File: src/rtl/mult_pkg.sv
// Shared constants and state encoding for the Booth multiplier and the
// signed test-sequence counter that feeds it.
package mult_pkg;

  typedef enum logic [1:0] {
    IDLE = 2'd0,
    CALC = 2'd1,
    DONE = 2'd2
  } state_t;

  localparam int WIDTH_DEF = 5;

  // Sweep range of the upstream signed counter
  localparam int CNT_MIN = -7;
  localparam int CNT_MAX = 7;

endpackage

File: src/rtl/seq_booth_mult_booth_step.sv
// One radix-2 Booth iteration: conditional add/subtract of M selected by
// {Q[0], q_m1}, then arithmetic shift right of {acc, Q, q_m1}.
module booth_step #(
  parameter int WIDTH = 5
) (
  input  logic [WIDTH:0]   acc,
  input  logic [WIDTH:0]   m,
  input  logic [WIDTH-1:0] q,
  input  logic             q_m1,
  output logic [WIDTH:0]   acc_next,
  output logic [WIDTH-1:0] q_next,
  output logic             q_m1_next
);

  logic [WIDTH:0] sum;

  // Booth recoding of the current multiplier bit pair
  always_comb begin
    sum = acc;
    case ({q[0], q_m1})
      2'b01:   sum = acc + m;
      2'b10:   sum = acc - m;
      default: sum = acc;
    endcase
  end

  assign acc_next  = {sum[WIDTH], sum[WIDTH:1]};
  assign q_next    = {sum[0], q[WIDTH-1:1]};
  assign q_m1_next = q[0];

endmodule

File: src/rtl/seq_booth_mult.sv
// Sequential radix-2 Booth multiplier with valid/ready on both sides;
// one operand pair in flight, product held until the consumer takes it.
module seq_booth_mult
  import mult_pkg::*;
#(
  parameter int WIDTH = WIDTH_DEF
) (
  input  logic                 clk,
  input  logic                 rst,
  input  logic                 in_valid,
  output logic                 in_ready,
  input  logic [WIDTH-1:0]     a,
  input  logic [WIDTH-1:0]     b,
  output logic                 out_valid,
  input  logic                 out_ready,
  output logic [2*WIDTH-1:0]   product
);

  localparam int CW = $clog2(WIDTH + 1);

  state_t          state;
  logic [WIDTH:0]  acc;
  logic [WIDTH:0]  m;
  logic [WIDTH:0]  acc_next;
  logic [WIDTH-1:0] q;
  logic [WIDTH-1:0] q_next;
  logic            q_m1;
  logic            q_m1_next;
  logic [CW-1:0]   cnt;

  booth_step #(.WIDTH(WIDTH)) u_step (
    .acc       (acc),
    .m         (m),
    .q         (q),
    .q_m1      (q_m1),
    .acc_next  (acc_next),
    .q_next    (q_next),
    .q_m1_next (q_m1_next)
  );

  // Control FSM and datapath registers; M carries an extra sign bit so
  // negating the most negative operand stays exact.
  always_ff @(posedge clk) begin
    if (rst) begin
      state     <= IDLE;
      in_ready  <= 1'b1;
      out_valid <= 1'b0;
      product   <= '0;
      acc       <= '0;
      m         <= '0;
      q         <= '0;
      q_m1      <= 1'b0;
      cnt       <= '0;
    end else begin
      case (state)
        IDLE: begin
          if (in_valid) begin
            m        <= {a[WIDTH-1], a};
            q        <= b;
            acc      <= '0;
            q_m1     <= 1'b0;
            cnt      <= CW'(WIDTH);
            in_ready <= 1'b0;
            state    <= CALC;
          end
        end
        CALC: begin
          acc  <= acc_next;
          q    <= q_next;
          q_m1 <= q_m1_next;
          cnt  <= cnt - CW'(1);
          if (cnt == CW'(1)) begin
            product   <= {acc_next[WIDTH-1:0], q_next};
            out_valid <= 1'b1;
            state     <= DONE;
          end
        end
        DONE: begin
          if (out_ready) begin
            out_valid <= 1'b0;
            in_ready  <= 1'b1;
            state     <= IDLE;
          end
        end
        default: begin
          state     <= IDLE;
          in_ready  <= 1'b1;
          out_valid <= 1'b0;
        end
      endcase
    end
  end

endmodule

File: config.mk
export PLATFORM = sky130hd
export DESIGN_NAME = seq_booth_mult
export DESIGN_NICKNAME = d
export VERILOG_FILES = /design/src/rtl/mult_pkg.sv /design/src/rtl/seq_booth_mult_booth_step.sv /design/src/rtl/seq_booth_mult.sv
export SDC_FILE = /design/constraint.sdc
export NUM_CORES = 1
export LEC_CHECK = 0
export ABC_AREA = 0
export BUFFER_PORTS_ARGS = -buffer_cell sky130_fd_sc_hd__buf_2
export CORE_MARGIN = 8
export CORE_UTILIZATION = 50
export CTS_CLUSTER_DIAMETER = 120
export DETAILED_ROUTE_END_ITERATION = 8
export PLACE_DENSITY = 0.75
export SLEW_MARGIN = 20
export SYNTH_ARGS = -nofsm -noshare
export SYNTH_HDL_FRONTEND = slang
export SYNTH_SLANG_ARGS = --single-unit
File: constraint.sdc
create_clock -name clk -period 2.5 [get_ports clk]
set_input_delay 0.375 -clock clk [delete_from_list [all_inputs] [get_ports clk]]
set_output_delay 0.375 -clock clk [all_outputs]
set_load 0.03 [all_outputs]
==> PnR_summary.wiki <==
{| class="wikitable"
! Metric !! Value
|-
| Number of different library cells in the post-synthesis netlist || 35
|-
| Wire length of the first global-routing pass || between 6000 and 7000 um
|-
| Run status || complete, no violations
|-
| Max Used Layer || met4
|-
| Total Nets Final || 240
|-
| TritonCTS Buffers || 5
|-
| Via count of the first global-routing pass || approximately 1500
|-
| Root Buffer || clkbuf_4
|-
| Aggregate negative setup slack || 0 ns
|-
| Data arrival, critical path || between 2 and 3 ns
|-
| Cells after Synth || around 190
|-
| H-tree levels || 2
|-
| Aggregate global routing overflow || 0
|-
| Buffers from clock root to sink, at most || 2
|-
| Net Count, Synth || roughly 220
|-
| Largest fanout of any net on the critical path || 4
|-
| Count of nets left with antenna violations after detail routing || 0
|-
| Routed len/inst || about 15 um
|-
| Fraction of the cycle the final worst path needs || 97.6%
|-
| Source of the worst register-to-register timing path || m[1]$_SDFFE_PP0P_
|-
| Worst-case clock skew || around 0.0079 ns
|-
| CTS clock-pin slew for the worst setup and hold paths || 0.10 ns
|-
| Final hold violation count || 0
|-
| Port-buffer cells || 25
|-
| Share of the yosys chip area belonging to registers || roughly two fifths
|-
| Total power per unit cell area || a little over 700 nW/um^2
|-
| Share of final-layout standard cells stronger than drive strength 1 || about a quarter
|-
| Detailed-routed wire length on met2 || 1880 um
|-
| TritonCTS clock tree || built
|-
| Classification of the worst setup path || reg2reg
|-
| Total power || 0.00136 W
|-
| Highest ir drop seen on vdd || 0.370 mV
|-
| Die area || between 5000 and 6000 um^2
|-
| Worst-case register-to-register setup slack || 0.06 ns
|-
| Pin count of the biggest net entering global routing || 34
|-
| Top library cells by usage in the layout, fill and taps aside || dfxtp_1 (30), nor2_1 (29), buf_2 (25)
|-
| Antenna violations before repair || 0
|-
| Total clock sinks || 33
|-
| Effective utilization at floorplan || between 50% and 60%
|-
| Slew at the pin closest to its max-slew limit || 0.734 ns
|-
| Routed length on met1 || 1630 um
|-
| Vert. Die Dim || 73.0 um
|-
| Synth warn || 0
|-
| Final Critical Period || roughly 2.4 ns
|-
| Hold Crit Depth || 3
|-
| Peak per-stage delay on the critical path || 0.40 ns
|-
| Max-capacitance violation count || 0
|-
| Max Transition Viols Final || 0
|-
| Area of the core || a little over 3000 um^2
|-
| Critical path, cell by cell || inv_1 > ha_4 > mux2i_4 > ha_1 > nor2b_1 > o31a_1 > o22ai_2 > xnor2_2 > or4_1 > a21oi_1
|-
| Hold Crit Endpoint || m[4]$_SDFFE_PP0P_
|-
| Worst-case setup margin in the final layout || 0.0601 ns
|-
| Kind of end point of the critical path || flip-flop
|-
| Final Wtd Congestion || just over 0.8
|-
| Path type of the worst min-delay path || in2reg
|-
| Nature of the critical path startpoint || flip-flop
|-
| Worst Hold Launch || a[4]
|-
| Remaining DRCs || 0
|-
| Combined area of all synthesized cells || 1620 um^2
|-
| Avg Inst Size Synth || 8.50 um^2
|-
| GRT Total Usage || 15.6%
|-
| Beginning of the critical path || m[1]$_SDFFE_PP0P_
|-
| Initial DRT Pass Iterations || 4
|-
| Most common library cell in the layout ignoring fill and taps || dfxtp_1
|-
| Count of vias placed by the detailed router || ~1400
|-
| Width of the die || roughly 73 um
|-
| Terminus of the critical flop-to-flop path || acc[4]$_SDFFE_PP0P_
|-
| Worst EP required || 2.78 ns
|-
| Final routed wirelength across all metal layers || 3790 um
|-
| Timing-limited maximum frequency || 0.410 GHz
|-
| Hold Buf Count CTS || 0
|-
| Met3 wire len || around 210 um
|-
| Worst setup slack after placement || -0.0743 ns
|-
| Placed wire-length estimate after detailed placement || 2690 um
|-
| Slowest cell on the critical path || or4_1
|-
| Count of state elements after synthesis || 33
|-
| Row cnt || 20
|-
| Area added between synthesis and finish || 18.0%
|-
| Top Ports || 26
|-
| Tightest slew margin relative to the limit || between 50% and 60%
|-
| Per-cell via count in the routed design || ~5.4
|-
| Worst-Skew Late Latency || about 0.34 ns
|-
| Leakage component of the power || roughly 0.8 nW
|-
| Antenna diode instance count || 0
|-
| Setup violation total in the final timing report || 0
|-
| Count of cells along the worst register-to-register path || 10
|-
| Final cell utilization of the core || between 60% and 70%
|-
| Detailed router's first-iteration violation count || 89
|}
cell usage after synthesis:
| cell | n | area, um^2 |
|---|---|---|
| a211oi_1 | 2 | 15.0 |
| a21o_1 | 1 | 7.51 |
| a21o_2 | 1 | 8.76 |
| a21oi_1 | 16 | 80.1 |
| a22oi_1 | 2 | 15.0 |
| a2bb2oi_1 | 1 | 8.76 |
| a311oi_1 | 7 | 61.3 |
| a31oi_1 | 2 | 12.5 |
| and2b_1 | 1 | 7.51 |
| and3_1 | 1 | 6.26 |
| buf_2 | 4 | 20.0 |
| clkbuf_1 | 8 | 30.0 |
| dfxtp_1 | 33 | 661 |
| fa_1 | 1 | 20.0 |
| ha_1 | 9 | 113 |
| inv_1 | 8 | 30.0 |
| mux2i_1 | 11 | 110 |
| nand2_1 | 24 | 90.1 |
| nand2b_1 | 2 | 12.5 |
| nand3_1 | 2 | 10.0 |
| nor2_1 | 29 | 109 |
| nor2b_1 | 1 | 6.26 |
| nor3_1 | 3 | 15.0 |
| o21a_1 | 2 | 15.0 |
| o21ai_0 | 3 | 15.0 |
| o21bai_1 | 1 | 7.51 |
| o21bai_2 | 1 | 11.3 |
| o22ai_2 | 1 | 12.5 |
| o311ai_0 | 1 | 8.76 |
| o31a_1 | 1 | 8.76 |
| o31ai_1 | 1 | 7.51 |
| or2_2 | 2 | 12.5 |
| or3_1 | 1 | 6.26 |
| or4_1 | 1 | 7.51 |
| xnor2_1 | 7 | 61.3 |
registers in the layout (all words and copies together), names as in the netlist, 2 cells and up:
name and count:
product 10, acc 5, m 5, q 5, cnt 3, state 2
cell type report:
class | instances | area, um^2
flip-flops and latches | 33 | 667
fillers | 272 | 1160
well taps | 44 | 55.1
multi-input cells | 138 | 930
clock inverters | 1 | 5.00
clock buffers | 7 | 65.1
inverters | 8 | 30.0
repair buffers | 30 | 163
per-layer routing:
metal | vias up | GRT usage [%]
li1 | 707 | -
met4 | 0 | 7.33
met2 | 35 | 26.6
met5 | - | 0
met3 | 10 | 6.46
met1 | 670 | 16.3
worst max-delay path, delay by kind of cell, from the launching register on:
kind / cells / cell delay [ns]
and+or+nand+nor: 2 / 0.54
buffers and inverters: 1 / 0.11
xor gates and xnor gates: 1 / 0.11
adders and majority gates: 2 / 0.46
muxes: 1 / 0.16
DFF: 1 / 0.37
AOI/OAI and AO/OA: 3 / 0.63
worst max-delay path by stage:
stage | endpoint | slack, ns
2_1_floorplan | product[9]$_SDFFE_PP0P_ | 0.12
3_3_place_gp | product[9]$_SDFFE_PP0P_ | 0.07
3_5_place_dp | product[9]$_SDFFE_PP0P_ | -0.07
4_1_cts | product[9]$_SDFFE_PP0P_ | 0.008
5_1_grt | product[9]$_SDFFE_PP0P_ | -0.03
6_report | acc[4]$_SDFFE_PP0P_ | 0.06
report_power, final:
group / internal (W) / switching (W)
Clock: 0.000163 / 0.000181
Sequential: 0.000564 / 0.0000330
Combinational: 0.000196 / 0.000227
cells by family after synthesis:
group / Yosys count / share of synthesized area [%]
AO/OA/AOI/OAI: 43 / 18.2
XOR/XNOR: 7 / 3.78
adder cells (fa/ha/maj): 10 / 8.17
buffers and inverters: 20 / 4.93
flip-flops: 33 / 40.7
multiplexers: 11 / 6.79
AND/OR/NAND/NOR: 67 / 17.4
what timing repair did:
item,4_1_cts,5_1_grt
gates resized for setup,3,9
setup endpoints to repair,2,3
pin swaps,0,6
buffers inserted,1,1
through the flow:
stage               instances  cell area (um^2)  hold WS [ns]
floorplan                 191              1620         0.448
global placement          251              1780         0.455
detailed placement        251              1780         0.467
CTS                       260              1860         0.252
global route              261              1910         0.255
finish                    261              1910         0.258
Note: power is estimated with default switching activity, not from simulation.
